--- config.mk ---
export PLATFORM = sky130hd
export DESIGN_NAME = vga_timing_gen_flat
export DESIGN_NICKNAME = d
export VERILOG_FILES = /design/src/rtl/vga_pkg.sv /design/src/rtl/vga_if.sv /design/src/rtl/vga_axis_counter.sv /design/src/rtl/vga_timing_gen.sv /design/src/flat_wrapper.sv
export SDC_FILE = /design/constraint.sdc
export NUM_CORES = 1
export LEC_CHECK = 0
export ABC_AREA = 1
export CORE_ASPECT_RATIO = 1.5
export CORE_MARGIN = 2
export CORE_UTILIZATION = 53
export CTS_CLUSTER_SIZE = 28
export DETAILED_ROUTE_END_ITERATION = 6
export PLACE_DENSITY = 0.83
export RECOVER_POWER = 25
export SETUP_SLACK_MARGIN = 0.15
export SLEW_MARGIN = 20
export SYNTH_ARGS = -nofsm -noshare
export SYNTH_HDL_FRONTEND = slang
export SYNTH_SLANG_ARGS = --single-unit
--- constraint.sdc ---
create_clock -name clk -period 2.3 [get_ports clk]
set_clock_uncertainty 0.15 [all_clocks]
set_input_delay 0.46 -clock clk [delete_from_list [all_inputs] [get_ports clk]]
set_output_delay 0.46 -clock clk [all_outputs]
set_load 0.01 [all_outputs]
--- src/rtl/vga_pkg.sv ---
// Shared VGA timing constants for the timing generator and the block renderers.
// Holds the 640x480@60 segment lengths, derived totals and sync windows, the
// colour width, and the counter widths used on the raster bus.
package vga_pkg;

    localparam int CLK_DIV = 4;

    localparam int H_ACTIVE = 640;
    localparam int H_FP     = 16;
    localparam int H_SYNC   = 96;
    localparam int H_BP     = 48;
    localparam int H_TOTAL  = H_ACTIVE + H_FP + H_SYNC + H_BP;
    localparam int H_SYNC_START = H_ACTIVE + H_FP;
    localparam int H_SYNC_END   = H_SYNC_START + H_SYNC - 1;

    localparam int V_ACTIVE = 480;
    localparam int V_FP     = 10;
    localparam int V_SYNC   = 2;
    localparam int V_BP     = 33;
    localparam int V_TOTAL  = V_ACTIVE + V_FP + V_SYNC + V_BP;
    localparam int V_SYNC_START = V_ACTIVE + V_FP;
    localparam int V_SYNC_END   = V_SYNC_START + V_SYNC - 1;

    localparam int RGB_W = 8;
    localparam int CNT_W = 10;
    localparam int Y_W   = 9;

    function automatic logic [CNT_W-1:0] to_cnt(input int value);
        return CNT_W'(value);
    endfunction

endpackage

--- src/rtl/vga_if.sv ---
// Raster bus between the timing generator (master) and the renderers (slave).
// Master drives pix_en, x_counter, y_counter and the registered pin outputs
// rgb_out/hsync/vsync/frame_start; the slave returns the combined colour rgb_in.
interface vga_if import vga_pkg::*; #(
    parameter int COLOR_W = RGB_W
);
    logic               pix_en;
    logic [CNT_W-1:0]   x_counter;
    logic [Y_W-1:0]     y_counter;
    logic [COLOR_W-1:0] rgb_in;
    logic [COLOR_W-1:0] rgb_out;
    logic               hsync;
    logic               vsync;
    logic               frame_start;

    modport master (
        output pix_en, x_counter, y_counter, rgb_out, hsync, vsync, frame_start,
        input  rgb_in
    );

    modport slave (
        input  pix_en, x_counter, y_counter, rgb_out, hsync, vsync, frame_start,
        output rgb_in
    );
endinterface

--- src/rtl/vga_axis_counter.sv ---
// One raster axis: counts 0..total-1 on enabled clocks.
// Ports: clk, rst_n (sync, active-low), enable, total (axis length),
//        count (current position), wrap (enabled step out of total-1).
module vga_axis_counter import vga_pkg::*; (
    input  logic             clk,
    input  logic             rst_n,
    input  logic             enable,
    input  logic [CNT_W-1:0] total,
    output logic [CNT_W-1:0] count,
    output logic             wrap
);
    logic at_last;

    assign at_last = (count == total - CNT_W'(1));
    assign wrap    = enable && at_last;

    always_ff @(posedge clk) begin
        if (!rst_n) begin
            count <= '0;
        end else if (enable) begin
            count <= at_last ? '0 : count + CNT_W'(1);
        end
    end
endmodule

--- src/rtl/vga_timing_gen.sv ---
// VGA raster generator: divides clk into a one-clk pixel enable, runs the
// h/v counters, and registers colour (blanked outside the active area),
// hsync, vsync and the frame-start pulse to the pins.
// Ports: clk, rst_n (sync, active-low), bus (vga_if master: pix_en,
//        x_counter, y_counter, rgb_in, rgb_out, hsync, vsync, frame_start).
module vga_timing_gen import vga_pkg::*; #(
    parameter int CLK_DIV  = vga_pkg::CLK_DIV,
    parameter int H_ACTIVE = vga_pkg::H_ACTIVE,
    parameter int H_FP     = vga_pkg::H_FP,
    parameter int H_SYNC   = vga_pkg::H_SYNC,
    parameter int H_BP     = vga_pkg::H_BP,
    parameter int V_ACTIVE = vga_pkg::V_ACTIVE,
    parameter int V_FP     = vga_pkg::V_FP,
    parameter int V_SYNC   = vga_pkg::V_SYNC,
    parameter int V_BP     = vga_pkg::V_BP,
    parameter int RGB_W    = vga_pkg::RGB_W
) (
    input logic    clk,
    input logic    rst_n,
    vga_if.master  bus
);
    localparam int DIV_W = $clog2(CLK_DIV);
    localparam logic [DIV_W-1:0] DIV_LAST = DIV_W'(CLK_DIV - 1);
    localparam logic [DIV_W-1:0] DIV_PRE  = DIV_W'(CLK_DIV - 2);

    localparam logic [CNT_W-1:0] LINE_LEN   = to_cnt(H_ACTIVE + H_FP + H_SYNC + H_BP);
    localparam logic [CNT_W-1:0] FRAME_LEN  = to_cnt(V_ACTIVE + V_FP + V_SYNC + V_BP);
    localparam logic [CNT_W-1:0] H_ACT_END  = to_cnt(H_ACTIVE);
    localparam logic [CNT_W-1:0] V_ACT_END  = to_cnt(V_ACTIVE);
    localparam logic [CNT_W-1:0] HS_FIRST   = to_cnt(H_ACTIVE + H_FP);
    localparam logic [CNT_W-1:0] HS_LAST    = to_cnt(H_ACTIVE + H_FP + H_SYNC - 1);
    localparam logic [CNT_W-1:0] VS_FIRST   = to_cnt(V_ACTIVE + V_FP);
    localparam logic [CNT_W-1:0] VS_LAST    = to_cnt(V_ACTIVE + V_FP + V_SYNC - 1);

    logic [DIV_W-1:0] div;
    logic             pix_en_q;
    logic [CNT_W-1:0] h;
    logic [CNT_W-1:0] v;
    logic             h_wrap;
    logic             unused_v_wrap;
    logic             active;
    logic             hs_zone;
    logic             vs_zone;
    logic [RGB_W-1:0] rgb_q;
    logic             hsync_q;
    logic             vsync_q;
    logic             frame_start_q;

    // pix_en is registered from div == CLK_DIV-2 so it is high during the
    // clk in which div sits at CLK_DIV-1.
    always_ff @(posedge clk) begin
        if (!rst_n) begin
            div      <= '0;
            pix_en_q <= 1'b0;
        end else begin
            div      <= (div == DIV_LAST) ? '0 : div + DIV_W'(1);
            pix_en_q <= (div == DIV_PRE);
        end
    end

    vga_axis_counter u_h_counter (
        .clk    (clk),
        .rst_n  (rst_n),
        .enable (pix_en_q),
        .total  (LINE_LEN),
        .count  (h),
        .wrap   (h_wrap)
    );

    // v steps only on the h wrap, so (last h, last v) goes straight to (0,0).
    vga_axis_counter u_v_counter (
        .clk    (clk),
        .rst_n  (rst_n),
        .enable (h_wrap),
        .total  (FRAME_LEN),
        .count  (v),
        .wrap   (unused_v_wrap)
    );

    assign active  = (h < H_ACT_END) && (v < V_ACT_END);
    assign hs_zone = (h >= HS_FIRST) && (h <= HS_LAST);
    assign vs_zone = (v >= VS_FIRST) && (v <= VS_LAST);

    // Outputs use the counters as seen on the pix_en edge, i.e. the pixel
    // being left, so they land one clk after that pixel's pix_en.
    always_ff @(posedge clk) begin
        if (!rst_n) begin
            rgb_q         <= '0;
            hsync_q       <= 1'b1;
            vsync_q       <= 1'b1;
            frame_start_q <= 1'b0;
        end else begin
            frame_start_q <= pix_en_q && (h == '0) && (v == '0);
            if (pix_en_q) begin
                rgb_q   <= active ? bus.rgb_in : '0;
                hsync_q <= !hs_zone;
                vsync_q <= !vs_zone;
            end
        end
    end

    assign bus.pix_en      = pix_en_q;
    assign bus.x_counter   = h;
    assign bus.y_counter   = v[Y_W-1:0];
    assign bus.rgb_out     = rgb_q;
    assign bus.hsync       = hsync_q;
    assign bus.vsync       = vsync_q;
    assign bus.frame_start = frame_start_q;
endmodule

--- src/flat_wrapper.sv ---
// flat-port wrapper written by rule: the top's interface ports become plain ports
module vga_timing_gen_flat import vga_pkg::*;
#(
    parameter int CLK_DIV  = vga_pkg::CLK_DIV,
    parameter int H_ACTIVE = vga_pkg::H_ACTIVE,
    parameter int H_FP     = vga_pkg::H_FP,
    parameter int H_SYNC   = vga_pkg::H_SYNC,
    parameter int H_BP     = vga_pkg::H_BP,
    parameter int V_ACTIVE = vga_pkg::V_ACTIVE,
    parameter int V_FP     = vga_pkg::V_FP,
    parameter int V_SYNC   = vga_pkg::V_SYNC,
    parameter int V_BP     = vga_pkg::V_BP,
    parameter int RGB_W    = vga_pkg::RGB_W
)
  (clk, rst_n, bus_pix_en, bus_x_counter, bus_y_counter, bus_rgb_out, bus_hsync, bus_vsync, bus_frame_start, bus_rgb_in);
  vga_if bus_i ();
  input logic clk;
  input logic rst_n;
  output wire logic [$bits(bus_i.pix_en)-1:0] bus_pix_en;
  output wire logic [$bits(bus_i.x_counter)-1:0] bus_x_counter;
  output wire logic [$bits(bus_i.y_counter)-1:0] bus_y_counter;
  output wire logic [$bits(bus_i.rgb_out)-1:0] bus_rgb_out;
  output wire logic [$bits(bus_i.hsync)-1:0] bus_hsync;
  output wire logic [$bits(bus_i.vsync)-1:0] bus_vsync;
  output wire logic [$bits(bus_i.frame_start)-1:0] bus_frame_start;
  input wire logic [$bits(bus_i.rgb_in)-1:0] bus_rgb_in;
  assign bus_pix_en = bus_i.pix_en;
  assign bus_x_counter = bus_i.x_counter;
  assign bus_y_counter = bus_i.y_counter;
  assign bus_rgb_out = bus_i.rgb_out;
  assign bus_hsync = bus_i.hsync;
  assign bus_vsync = bus_i.vsync;
  assign bus_frame_start = bus_i.frame_start;
  assign bus_i.rgb_in = bus_rgb_in;
  vga_timing_gen #(.CLK_DIV(CLK_DIV), .H_ACTIVE(H_ACTIVE), .H_FP(H_FP), .H_SYNC(H_SYNC), .H_BP(H_BP), .V_ACTIVE(V_ACTIVE), .V_FP(V_FP), .V_SYNC(V_SYNC), .V_BP(V_BP), .RGB_W(RGB_W)) u_core (.clk(clk), .rst_n(rst_n), .bus(bus_i));
endmodule
==> out/results.ini <==
[yosys]
synth-simple-area-share_pct = 32.73
synth_compound_area_share_pct = 12.51
netlist_instances = 250
synth_top_family_by_area = simple AND/OR/NAND/NOR gates
synthFlopType = dfxtp_1
synth_enable_flop_cells = 0
synth-adder-area-share_pct = 4.170
yosys_warnings = 0
synth_top_cell_by_area = dfxtp_1
synthTopCellsByArea = dfxtp_1 38%, nand2_1 9.6%, inv_1 6.0%
syn_area_mm2 = 0.001800
syn-num-nets = 266
syn_area_per_cell_um2 = 7.202
ys_types = 35
seq_area_frac_synth_pct = 37.80
synth.area.mux_share_pct = 0
async_flop_share_pct = 0
ys_ff_latch = 34
synth_xor_area_share_pct = 0.9729
synth_top_area_share_pct = 37.80

[floorplanning]
core-area_mm2 = 0.003191
rows = 25
fp.dieArea_mm2 = 0.003889
io_pins = 41
start_util_pct = 56.43
die_width_um = 51.59
die_h_um = 75.39

[detailed_routing]
avgRoutedWirePerCell_um = 12.52
wl_met2_um = 2239
wl_met3_um = 175
drt_wl_total_um = 4119
drt_iter0_markers = 47
drtPass1Iterations = 4
drc = 0
wl_met1_um = 1644
dr_total_vias = 1713
antenna_left = 0
vias_per_cell = 5.207
highest_layer = met4

[setup_path]
crit_family = buffers and inverters
criticalPathCategory = register to primary output
worst-path-buf-inv = 1
worstReg2RegStart = u_core.u_h_counter.count[1]$_SDFFE_PN0P_
cp.required_ns = 1.69
endpoint_kind = primary output
reg2reg_depth = 8
startpoint_type = register
max_stage_delay_ns = 0.60
rr_endpoint = u_core.u_v_counter.count[1]$_SDFFE_PN0P_
worst-r2r-setup-slack_ns = 0.36
endpoint = bus_x_counter[3]
crit_chain = clkdlybuf4s50_1
crit_path_start = u_core.u_h_counter.count[3]$_SDFFE_PN0P_
cp.arrival_ns = 1.37
critPathSlowestCell = clkdlybuf4s50_1
cp.depth = 1
cp_max_fo = 6

[clocking]
hold_buffers = 0
clk-insertion-delay-late_ns = 0.29
cts_max_level = 2
cts_resized = 0
root_buffer = clkbuf_8
cts.sinks = 34
tritoncts = yes
clk_pin_slew_ns = 0.06
numCtsBuffers = 5
cts_setup_buffers = 0
cts_max_path_buffers = 2

[sta]
tns_ns = 0
finalCriticalPeriod_ns = 1.981
maxSlewHeadroom_pct = 65.54
maxSlewViolCount = 0
max_freq_ghz = 0.5047
finalSetupViolCount = 0
post-route-period-util_pct = 86.15
worst_slack_ns = 0.3186
worstMarginPinSlew_ns = 0.5169
rsz0062_at_grt = false
hold_viol = 0

[cells_and_area]
nets = 305
final_common_cell = nand2_1
drive_gt1_share_pct = 8.651
n_antenna_cell = 0
stdcell_count = 329
mostFrequentLayoutCells = 46 x nand2_1, 39 x clkdlybuf4s50_1, 34 x dfxtp_1
fill_cells = 281
areaGrowthSynthToFinish_pct = 25.43

[global_routing]
gr-usage-all-layers_pct = 24.22
grt-ovfl-total = 0
grt_pass1_wl_um = 7024
grt_antenna_before_repair = 0
grt_pass1_vias = 1626
grt_max_degree = 14

[flow_run]
cap_violations = 0

[placement]
dp.cells = 322
hpwlAfterDp_um = 3161
port_buffers = 40
globalplace.congestion = 0.8885
pre_cts_ws_ns = 0.4267

[hold_path]
hp-class = register to register
min_from = u_core.div[0]$_SDFF_PP0_
whs_path_depth = 1

[outcome]
status = finished, final reports clean

[power_and_ir_drop]
leakagePower_nw = 0.9157
power_density_mw_per_mm2 = 513.6
ir_worst_vdd_uv = 391.0

worst register-to-register path: cells and delay by family, from the launching register on:
kind | cells | cell delay [ns]
DFF | 1 | 0.38
adders and majority gates | 1 | 0.23
buffers and inverters | 1 | 0.09
and+or+nand+nor | 6 | 0.98
sequential cells by signal (all words and copies together) (netlist names):
register / flops
u_core.bus.vsync: 1
u_core.div: 2
u_core.u_h_counter.count: 10
u_core.bus.rgb_out: 8
u_core.bus.hsync: 1
u_core.u_v_counter.count: 10
u_core.bus.pix_en: 1
u_core.bus.frame_start: 1
power by group:
group	switching [mW]	total [mW]	internal, mW	leakage, nW
Sequential	0.0137	0.624	0.611	0.275
Combinational	0.0575	0.125	0.0671	0.602
Clock	0.203	0.411	0.208	0.0383
Total	0.274	1.16	0.886	0.916
metrics by stage:
| step | power [mW] | cell area, um2 | utilization, % | hold WS, ns |
|---|---|---|---|---|
| 3_5_place_dp | 0.7640 | 2203 | 69.06 | 0.3013 |
| 4_1_cts | 1.172 | 2280 | 71.45 | 0.3094 |
| 3_3_place_gp | 0.7615 | 2203 | 69.06 | 0.2907 |
| 5_1_grt | 1.207 | 2258 | 70.78 | 0.3300 |
| 2_1_floorplan | 0.6947 | 1800 | - | 0.2770 |
| 6_report | 1.160 | 2258 | 70.78 | 0.3025 |
synth_stat cells (3+ instances only):
master / instances
inv_1: 29
nand3_2: 4
nor3_1: 6
o21ai_0: 14
a21oi_1: 20
nand3_1: 19
o21ai_1: 3
nand4_1: 5
buf_4: 9
nor2_1: 27
dfxtp_1: 34
ha_1: 6
nand2_1: 46
metal layers:
layer / vias up / GRT usage (%)
li1: 886 / -
met1: 764 / 26.91
met2: 56 / 45.01
met3: 7 / 5.294
met4: 0 / 8.480
met5: - / 0
cell families after synthesis:
logic type	after synthesis
fa+ha+maj	6
buf+inv	46
compound gates	42
xor+xnor	2
flops	34
simple gates	120
worst min path at each step:
stage,endpoint
after floorplan,u_core.div[0]$_SDFF_PP0_
after global placement,u_core.div[0]$_SDFF_PP0_
after detailed placement,u_core.div[0]$_SDFF_PP0_
after CTS,u_core.div[0]$_SDFF_PP0_
after global routing,u_core.div[0]$_SDFF_PP0_
final,u_core.div[0]$_SDFF_PP0_
layout make-up:
class | count | area, um2 | area share (%)
clock buffers | 7 | 76.32 | 3.379
well taps | 40 | 50.05 | 2.216
repair buffers | 45 | 434.2 | 19.22
inverters | 33 | 127.6 | 5.651
flip-flops and latches | 34 | 680.7 | 30.14
multi-input cells | 170 | 889.6 | 39.39
Note: power is estimated with default switching activity, not from simulation.
